--- config.mk ---
export PLATFORM = sky130hd
export DESIGN_NAME = voice_slot_scheduler_flat
export DESIGN_NICKNAME = d
export VERILOG_FILES = /design/src/rtl/audio_timing_pkg.sv /design/src/rtl/voice_slot_scheduler_if.sv /design/src/rtl/voice_slot_scheduler_frame_counter.sv /design/src/rtl/voice_slot_scheduler.sv /design/src/flat_wrapper.sv
export SDC_FILE = /design/constraint.sdc
export NUM_CORES = 1
export LEC_CHECK = 0
export BUFFER_PORTS_ARGS = -buffer_cell sky130_fd_sc_hd__buf_2
export CAP_MARGIN = 20
export CELL_PAD_IN_SITES_DETAIL_PLACEMENT = 1
export CELL_PAD_IN_SITES_GLOBAL_PLACEMENT = 2
export CORE_MARGIN = 2
export CORE_UTILIZATION = 27
export CTS_CLUSTER_SIZE = 28
export DETAILED_ROUTE_END_ITERATION = 10
export PLACE_DENSITY_LB_ADDON = 0.1
export SKIP_LAST_GASP = 1
export SYNTH_ARGS = -nofsm -noshare
export SYNTH_HDL_FRONTEND = slang
export SYNTH_SLANG_ARGS = --single-unit
--- constraint.sdc ---
create_clock -name clk -period 1.9 [get_ports clk]
set_input_delay 0.38 -clock clk [delete_from_list [all_inputs] [get_ports clk]]
set_output_delay 0.38 -clock clk [all_outputs]
set_load 0.02 [all_outputs]
--- src/rtl/audio_timing_pkg.sv ---
// Shared audio timing constants and slot FSM state encoding
// for the voice slot scheduler.
package audio_timing_pkg;

  typedef enum logic [1:0] {
    IDLE  = 2'd0,
    ISSUE = 2'd1,
    GAP   = 2'd2,
    DONE  = 2'd3
  } slot_state_e;

  localparam int SYS_CLK_HZ   = 32_000_000;
  localparam int CLK_DIV_48K  = 667;
  localparam int CLK_DIV_44K1 = 726;
  localparam int N_VOICES     = 37;

endpackage

--- src/rtl/voice_slot_scheduler_if.sv ---
// Slot strobe handshake between the scheduler (master)
// and the voice engine (slave).
interface voice_slot_scheduler_if
  import audio_timing_pkg::*;
#(
  parameter int N_SLOTS = N_VOICES,
  parameter int SLOT_W  =
    (N_SLOTS > 1) ? $clog2(N_SLOTS) : 1
);

  logic               slot_valid;
  logic               slot_ready;
  logic [SLOT_W-1:0]  slot_idx;
  logic [N_SLOTS-1:0] events;

  modport master (
    output slot_valid,
    output slot_idx,
    output events,
    input  slot_ready
  );

  modport slave (
    input  slot_valid,
    input  slot_idx,
    input  events,
    output slot_ready
  );

endinterface

--- src/rtl/voice_slot_scheduler_frame_counter.sv ---
// Frame cycle counter: period reload at wrap, wrap strobe
// and frame_start decode.
module frame_counter #(
  parameter int PERIOD_W = 10,
  parameter int CLK_DIV  = 667
) (
  input  logic                clk,
  input  logic                rst,
  input  logic                en,
  input  logic [PERIOD_W-1:0] period,
  output logic                wrap,
  output logic                frame_start
);

  logic                run;
  logic [PERIOD_W-1:0] cnt;
  logic [PERIOD_W-1:0] period_q;
  logic [PERIOD_W-1:0] next_q;

  // zero would never wrap; fall back to the default
  assign next_q = (period == '0) ?
    PERIOD_W'(CLK_DIV) : period;

  assign wrap =
    run && (cnt == period_q - PERIOD_W'(1));
  assign frame_start = run && (cnt == '0);

  always_ff @(posedge clk or posedge rst) begin
    if (rst) begin
      run      <= 1'b0;
      cnt      <= '0;
      period_q <= PERIOD_W'(CLK_DIV);
    end else if (!en) begin
      run <= 1'b0;
      cnt <= '0;
    end else if (!run) begin
      run <= 1'b1;
      cnt <= '0;
    end else if (wrap) begin
      cnt      <= '0;
      period_q <= next_q;
    end else begin
      cnt <= cnt + PERIOD_W'(1);
    end
  end

endmodule

--- src/rtl/voice_slot_scheduler.sv ---
// Per-frame voice slot strobe generator with valid/ready.
// VOICE_SLOT_PERIOD_PROG_EN adds the runtime period_i port.
module voice_slot_scheduler
  import audio_timing_pkg::*;
#(
  parameter int N_SLOTS     = N_VOICES,
  parameter int SLOT_W      =
    (N_SLOTS > 1) ? $clog2(N_SLOTS) : 1,
  parameter int PERIOD_W    = 10,
  parameter int CLK_DIV     = CLK_DIV_48K,
  parameter int SLOT_STRIDE = 1
) (
  input  logic                clk,
  input  logic                rst,
  input  logic                en,
`ifdef VOICE_SLOT_PERIOD_PROG_EN
  input  logic [PERIOD_W-1:0] period_i,
`endif
  input  logic                overrun_clr,
  output logic                frame_start,
  output logic                overrun,
  voice_slot_scheduler_if.master slot
);

  localparam logic [1:0] S_IDLE  = 2'(IDLE);
  localparam logic [1:0] S_ISSUE = 2'(ISSUE);
  localparam logic [1:0] S_GAP   = 2'(GAP);
  localparam logic [1:0] S_DONE  = 2'(DONE);

  localparam int GAP_W =
    (SLOT_STRIDE > 1) ? $clog2(SLOT_STRIDE) : 1;
  localparam logic [SLOT_W-1:0] LAST =
    SLOT_W'(N_SLOTS - 1);

  logic [1:0]          state;
  logic [SLOT_W-1:0]   idx;
  logic [GAP_W-1:0]    gap;
  logic [PERIOD_W-1:0] reload;
  logic                wrap;
  logic                valid;
  logic                xfer;
  logic                complete;

`ifdef VOICE_SLOT_PERIOD_PROG_EN
  assign reload = period_i;
`else
  assign reload = PERIOD_W'(CLK_DIV);
`endif

  frame_counter #(
    .PERIOD_W (PERIOD_W),
    .CLK_DIV  (CLK_DIV)
  ) u_fc (
    .clk         (clk),
    .rst         (rst),
    .en          (en),
    .period      (reload),
    .wrap        (wrap),
    .frame_start (frame_start)
  );

  assign valid = (state == S_ISSUE);
  assign xfer  = valid && slot.slot_ready;
  // a last-slot transfer on the wrap cycle still completes
  assign complete = (state == S_DONE) ||
    (xfer && (idx == LAST));

  assign slot.slot_valid = valid;
  assign slot.slot_idx   = idx;
  assign slot.events     = valid ?
    (N_SLOTS'(1) << idx) : '0;

  always_ff @(posedge clk or posedge rst) begin
    if (rst) begin
      state <= S_IDLE;
      idx   <= '0;
      gap   <= '0;
    end else if (!en) begin
      state <= S_IDLE;
      idx   <= '0;
    end else if (state == S_IDLE || wrap) begin
      state <= S_ISSUE;
      idx   <= '0;
    end else begin
      case (state)
        S_ISSUE: begin
          if (slot.slot_ready) begin
            if (idx == LAST) begin
              state <= S_DONE;
              idx   <= '0;
            end else begin
              idx <= idx + SLOT_W'(1);
              if (SLOT_STRIDE > 1) begin
                state <= S_GAP;
                gap   <= GAP_W'(SLOT_STRIDE - 1);
              end
            end
          end
        end
        S_GAP: begin
          if (gap == GAP_W'(1)) state <= S_ISSUE;
          else gap <= gap - GAP_W'(1);
        end
        default: state <= state;
      endcase
    end
  end

  always_ff @(posedge clk or posedge rst) begin
    if (rst) begin
      overrun <= 1'b0;
    end else if (en && wrap && !complete) begin
      overrun <= 1'b1;
    end else if (overrun_clr) begin
      overrun <= 1'b0;
    end
  end

endmodule

--- src/flat_wrapper.sv ---
// flat-port wrapper written by rule: the top's interface ports become plain ports
module voice_slot_scheduler_flat import audio_timing_pkg::*;
#(
  parameter int N_SLOTS     = N_VOICES,
  parameter int SLOT_W      =
    (N_SLOTS > 1) ? $clog2(N_SLOTS) : 1,
  parameter int PERIOD_W    = 10,
  parameter int CLK_DIV     = CLK_DIV_48K,
  parameter int SLOT_STRIDE = 1
)
  (clk, rst, en, overrun_clr, frame_start, overrun, slot_slot_valid, slot_slot_idx, slot_events, slot_slot_ready);
  voice_slot_scheduler_if #(.N_SLOTS(N_SLOTS), .SLOT_W(SLOT_W)) slot_i ();
  input  logic clk;
  input  logic rst;
  input  logic en;
  input  logic overrun_clr;
  output logic frame_start;
  output logic overrun;
  output wire logic [$bits(slot_i.slot_valid)-1:0] slot_slot_valid;
  output wire logic [$bits(slot_i.slot_idx)-1:0] slot_slot_idx;
  output wire logic [$bits(slot_i.events)-1:0] slot_events;
  input wire logic [$bits(slot_i.slot_ready)-1:0] slot_slot_ready;
  assign slot_slot_valid = slot_i.slot_valid;
  assign slot_slot_idx = slot_i.slot_idx;
  assign slot_events = slot_i.events;
  assign slot_i.slot_ready = slot_slot_ready;
  voice_slot_scheduler #(.N_SLOTS(N_SLOTS), .SLOT_W(SLOT_W), .PERIOD_W(PERIOD_W), .CLK_DIV(CLK_DIV), .SLOT_STRIDE(SLOT_STRIDE)) u_core (.clk(clk), .rst(rst), .en(en), .overrun_clr(overrun_clr), .frame_start(frame_start), .overrun(overrun), .slot(slot_i));
endmodule
[Word-level counts from Yosys, hierarchy flattened]
Cells that the tools add are included.
Operators by class
  $add $sub $neg: 3
  equality and inequality tests: 11
  shifts and indexed selects: 1
  multiplexer cells: 19
  bitwise logic cells: 1
  reduce and logical (&&, ||, !) cells: 15
Operators with widths (count)
  $mux 37: 1
  $shl 1x6->37 const A: 1
  $mux 10: 3
  $mux 6: 5
  $add 10x1->10 const B: 1
  $eq 10x10->1 const B: 1
  $logic_not 10->1: 1
  $mux 2: 5
  $ne 4x4->1 const B: 2
  $add 6x1->6 const B: 1
  $eq 6x6->1 const B: 1
  $logic_and 1x1->1: 6
  $ne 3x1->1 const B: 2
  $eq 2x2->1 const B: 2
  $mux 1: 4
  $ne 4x1->1 const B: 1
  $ne 4x2->1 const B: 1
  $pmux 2 s2: 1
  $reduce_and 4->1: 1
  $reduce_and 3->1: 1
  $eq 2x1->1 const B: 1
  $logic_not 2->1: 1
  $logic_or 1x1->1: 2
  $reduce_and 2->1: 1
  other kinds (4): 4
Word-level totals
  bits in registers: 21
  output and inout port bits: 46
  word-level logic and storage cells: 56

[Logic depth before layout (Yosys ltp)]
  word-level depth: 7
  depth in mapped cells: 6

[Modules after synthesis]
A second synthesis with hierarchy kept.
Unflattened totals
  cell total of the unflattened synthesis: 256
  area total of the unflattened synthesis: 2238.4 um^2
Modules (own cells, without submodules)
  frame_counter: times used 1, cells each 134, area each 1361.3 um^2
  voice_slot_scheduler: times used 1, cells each 122, area each 877.1 um^2

[Least setup slack after synthesis]
OpenSTA, ideal clock, no wires.
  path type: flip-flop to output port
  from: reg u_core.u_fc.cnt[5]
  to: out frame_start
  arrival: 1.478 ns
  data required time: 1.520 ns
  slack: 0.042 ns
  stages on the path, launching flop included: 4
  buffers on the path: 0
  cells stage by stage: dfrtp_1 > or4b_1 > or2_4 > nor2_1
Between the ends
  cells in the longest elaborated chain, start to end: 2
RTL lines
  from (decl): RTL line voice_slot_scheduler_frame_counter.sv:16  | logic [PERIOD_W-1:0] cnt;
  from (signal assigned): RTL line voice_slot_scheduler_frame_counter.sv:43  | cnt <= cnt + PERIOD_W'(1);
  $logic_not 10->1: RTL line voice_slot_scheduler_frame_counter.sv:26  | assign frame_start = run && (cnt == '0);
  $logic_and 1x1->1: RTL line voice_slot_scheduler_frame_counter.sv:26
  to (decl): RTL line flat_wrapper.sv:17  | output logic frame_start;
No other way between the ends.

[Final worst setup path]
Ends and elaborated chain as after synthesis.

==> metrics.md <==
| Metric | Value |
|---|---|
| First-pass GRT wire length | 7.776 mm |
| Pins Over Slew Limit | 0 |
| Slew HR | 67.95% |
| Fin crit share | 106.6% |
| Largest net degree at the start of global routing | 22 |
| CTS Root Cell | clkbuf_8 |
| Initial antenna violation count | 0 |
| IO Count | 51 |
| Placer Congestion | 0.8123 |
| Post-synthesis sequential area ratio | 36.55% |
| Hold WS | 130.5 ps |
| CP Capture Type | output pin |
| Hold crit path type | primary input to async pin |
| Iter 0 DRT Violations | 26 |
| Busiest grt layer | met2 |
| Nets | 272 |
| Drc violations | 0 |
| Clock-pin transition on the worst setup and hold timing paths | 80 ps |
| YS warnings | 0 |
| Total wire length | 4.582 mm |
| Die width | 76.97 µm |
| Area growth from synthesis to layout | 56.74% |
| CP Data Required Time | 1520 ps |
| Number of flops mapped to enable cells by yosys | 0 |
| Syn Nets | 199 |
| Cell total after placement | 308 |
| Post-synthesis cell area | 1438 µm² |
| Clock skew | 4.238 ps |
| Synth async-reset ratio | 100.0% |
| Failing checks | negative setup slack |
| Highest Clock Rate | 493.8 MHz |
| Most frequent cells in the layout | buf_4, nor2_1, buf_2 |
| Total track usage | 15.93% |
| Routed vias/inst | 4.667 |
| Sum of negative setup slack | -386.4 ps |
| Core region area | 5107 µm² |
| Die ar. | 5924 µm² |
| Port Buffers | 50 |
| Ant diodes | 0 |
| Cell Count, Final, Fillers Out | 327 |
| Layout cells sized above 1 | 49.03% |
| Post-synth top flop | dfrtp_1 |
| Worst Setup Slack, final | -125.1 ps |
| Pre-CTS setup slack | 65.16 ps |
| Leak | 1.042 nW |
| DR WL/cell | 14.01 µm |
| Post-synthesis cell count | 185 |
| Commonest non-fill, non-tap cell in the layout | buf_4 |
| Slew @ Worst Pin | 480.8 ps |
| Skew-Pair Late Insertion Delay | 260 ps |
| Crit path launch type | flop |
| H-tree depth | 1 |
| CTS sink cnt | 21 |
| CP Max Fanout | 2 |
| # rows | 26 |
| Total CTS buffers | 3 |
| DR vias | 1526 |
| Status | finished with violations |
| TritonRoute pass-1 iters | 4 |
| Number of setup violations in the final report | 16 |
| Flops & latches, synth | 21 |
| Clk buf depth | 2 |
| Max_cap viols | 0 |
| Met1 Track Usage GR | 21.70% |
| Unrepaired setup endpoints after global routing | true |
| CTS tree | yes |
| DPL Wire Length | 3.543 mm |
| Die Y-Extent | 76.97 µm |
| Pwr Density | 400.5 nW/µm² |
| Hold Vio Cnt, Final | 0 |
| CP arrival | 1650 ps |
| Critical path class | flop to output pin |
| Met3 GRT Util | 3.412% |
| Grt met2 use | 26.23% |
| Vias in the first global route | 1556 |
| Global route overflow | 0 |
| Yosys cell types | 35 |
| Post-Syn Area per Cell | 7.771 µm² |
| Antenna Nets Post-Route | 0 |
| Worst vdd ir | 229.4 µV |
| Min Tclk post-route | 2025 ps |
| Post-layout util | 44.12% |
| Starting Density | 28.15% |
what timing repair did:
action / CTS / global route
hold buffers: 0 / 0
pin swaps: 4 / 17
cloned: 0 / 0
setup buffers: 7 / 8
hold endpoints to repair: 0 / 0
setup endpoints to repair: 36 / 43
gates resized for setup: 19 / 73
synthesized netlist by cell type (2+ instances only):
library cell / n / area, µm²
nor2b_1: 2 / 12.51
nand4_1: 4 / 25.02
xor2_1: 5 / 43.79
inv_1: 11 / 41.29
clkbuf_1: 5 / 18.77
o21ai_0: 4 / 20.02
nor3_1: 5 / 25.02
nand3_1: 5 / 25.02
nand2b_1: 6 / 37.54
and3_1: 4 / 25.02
a21oi_1: 3 / 15.01
o31a_1: 2 / 17.52
nor2_1: 56 / 210.2
ha_1: 9 / 112.6
nand2_1: 19 / 71.32
xnor2_1: 6 / 52.55
dfrtp_1: 21 / 525.5
sequential cells by signal, indices dropped and copies added, names as in the netlist:
| name | flops |
|---|---|
| u_core.gap | 1 |
| u_core.overrun | 1 |
| u_core.slot.slot_idx | 6 |
| u_core.state | 2 |
| u_core.u_fc.cnt | 10 |
| u_core.u_fc.run | 1 |
routing by layer:
layer	wire (µm)	up-vias
met5	0	-
met4	32	0
met3	243	4
met2	2175	48
met1	2131	718
li1	-	756
power by group:
part / total [mW] / leakage [nW] / switching, mW / internal (mW)
clock network: 0.293 / 0.0255 / 0.147 / 0.146
logic: 0.149 / 0.738 / 0.0867 / 0.0627
registers: 0.461 / 0.279 / 0.00768 / 0.453
total: 0.903 / 1.04 / 0.241 / 0.662
through the flow:
step	total power [mW]	instance area, µm²
3_5_place_dp	0.5759	1821
6_report	0.9025	2253
5_1_grt	0.9535	2253
4_1_cts	0.8969	1989
2_1_floorplan	0.5359	1438
3_3_place_gp	0.5732	1821
cells by family after synthesis:
logic type | Yosys count | share of synthesized area, %
simple gates | 110 | 34.99
flops | 21 | 36.55
compound gates | 17 | 9.487
buf+inv | 17 | 4.439
xor+xnor | 11 | 6.701
fa+ha+maj | 9 | 7.833
final cells by class:
type | count | area (µm²)
repair buffers | 74 | 535.5
well taps | 70 | 87.58
inverters | 11 | 41.29
clock buffers | 3 | 41.29
clock inverters | 1 | 5.005
fillers | 644 | 2854
multi-input cells | 147 | 1011
flip-flops and latches | 21 | 531.8
critical path: stages, from the launching register on:
cell	delay, ps
dfrtp_1	390
or4b_4	540
or2_4	260
nor2_4	80
buf_6	120
worst paths after layout:
kind                                         startpoint                                   to  slack (ps)  depth (start not counted)
max                        u_core.u_fc.cnt[5]$_DFF_PP0_                          frame_start        -130                          4
min                                                 rst  u_core.slot.slot_idx[2]$_DFFE_PP0P_         130                          3
max reg2reg                u_core.u_fc.cnt[5]$_DFF_PP0_         u_core.u_fc.cnt[7]$_DFF_PP0_         -30                          5
min reg2reg                      u_core.gap$_DFFE_PP0P_               u_core.gap$_DFFE_PP0P_         490                          1
max in group asynchronous                           rst  u_core.slot.slot_idx[1]$_DFFE_PP0P_        1530                          3
min in group clk                                     en            u_core.u_fc.run$_DFF_PP0_         310                          1
Note: power is estimated with default switching activity, not from simulation.
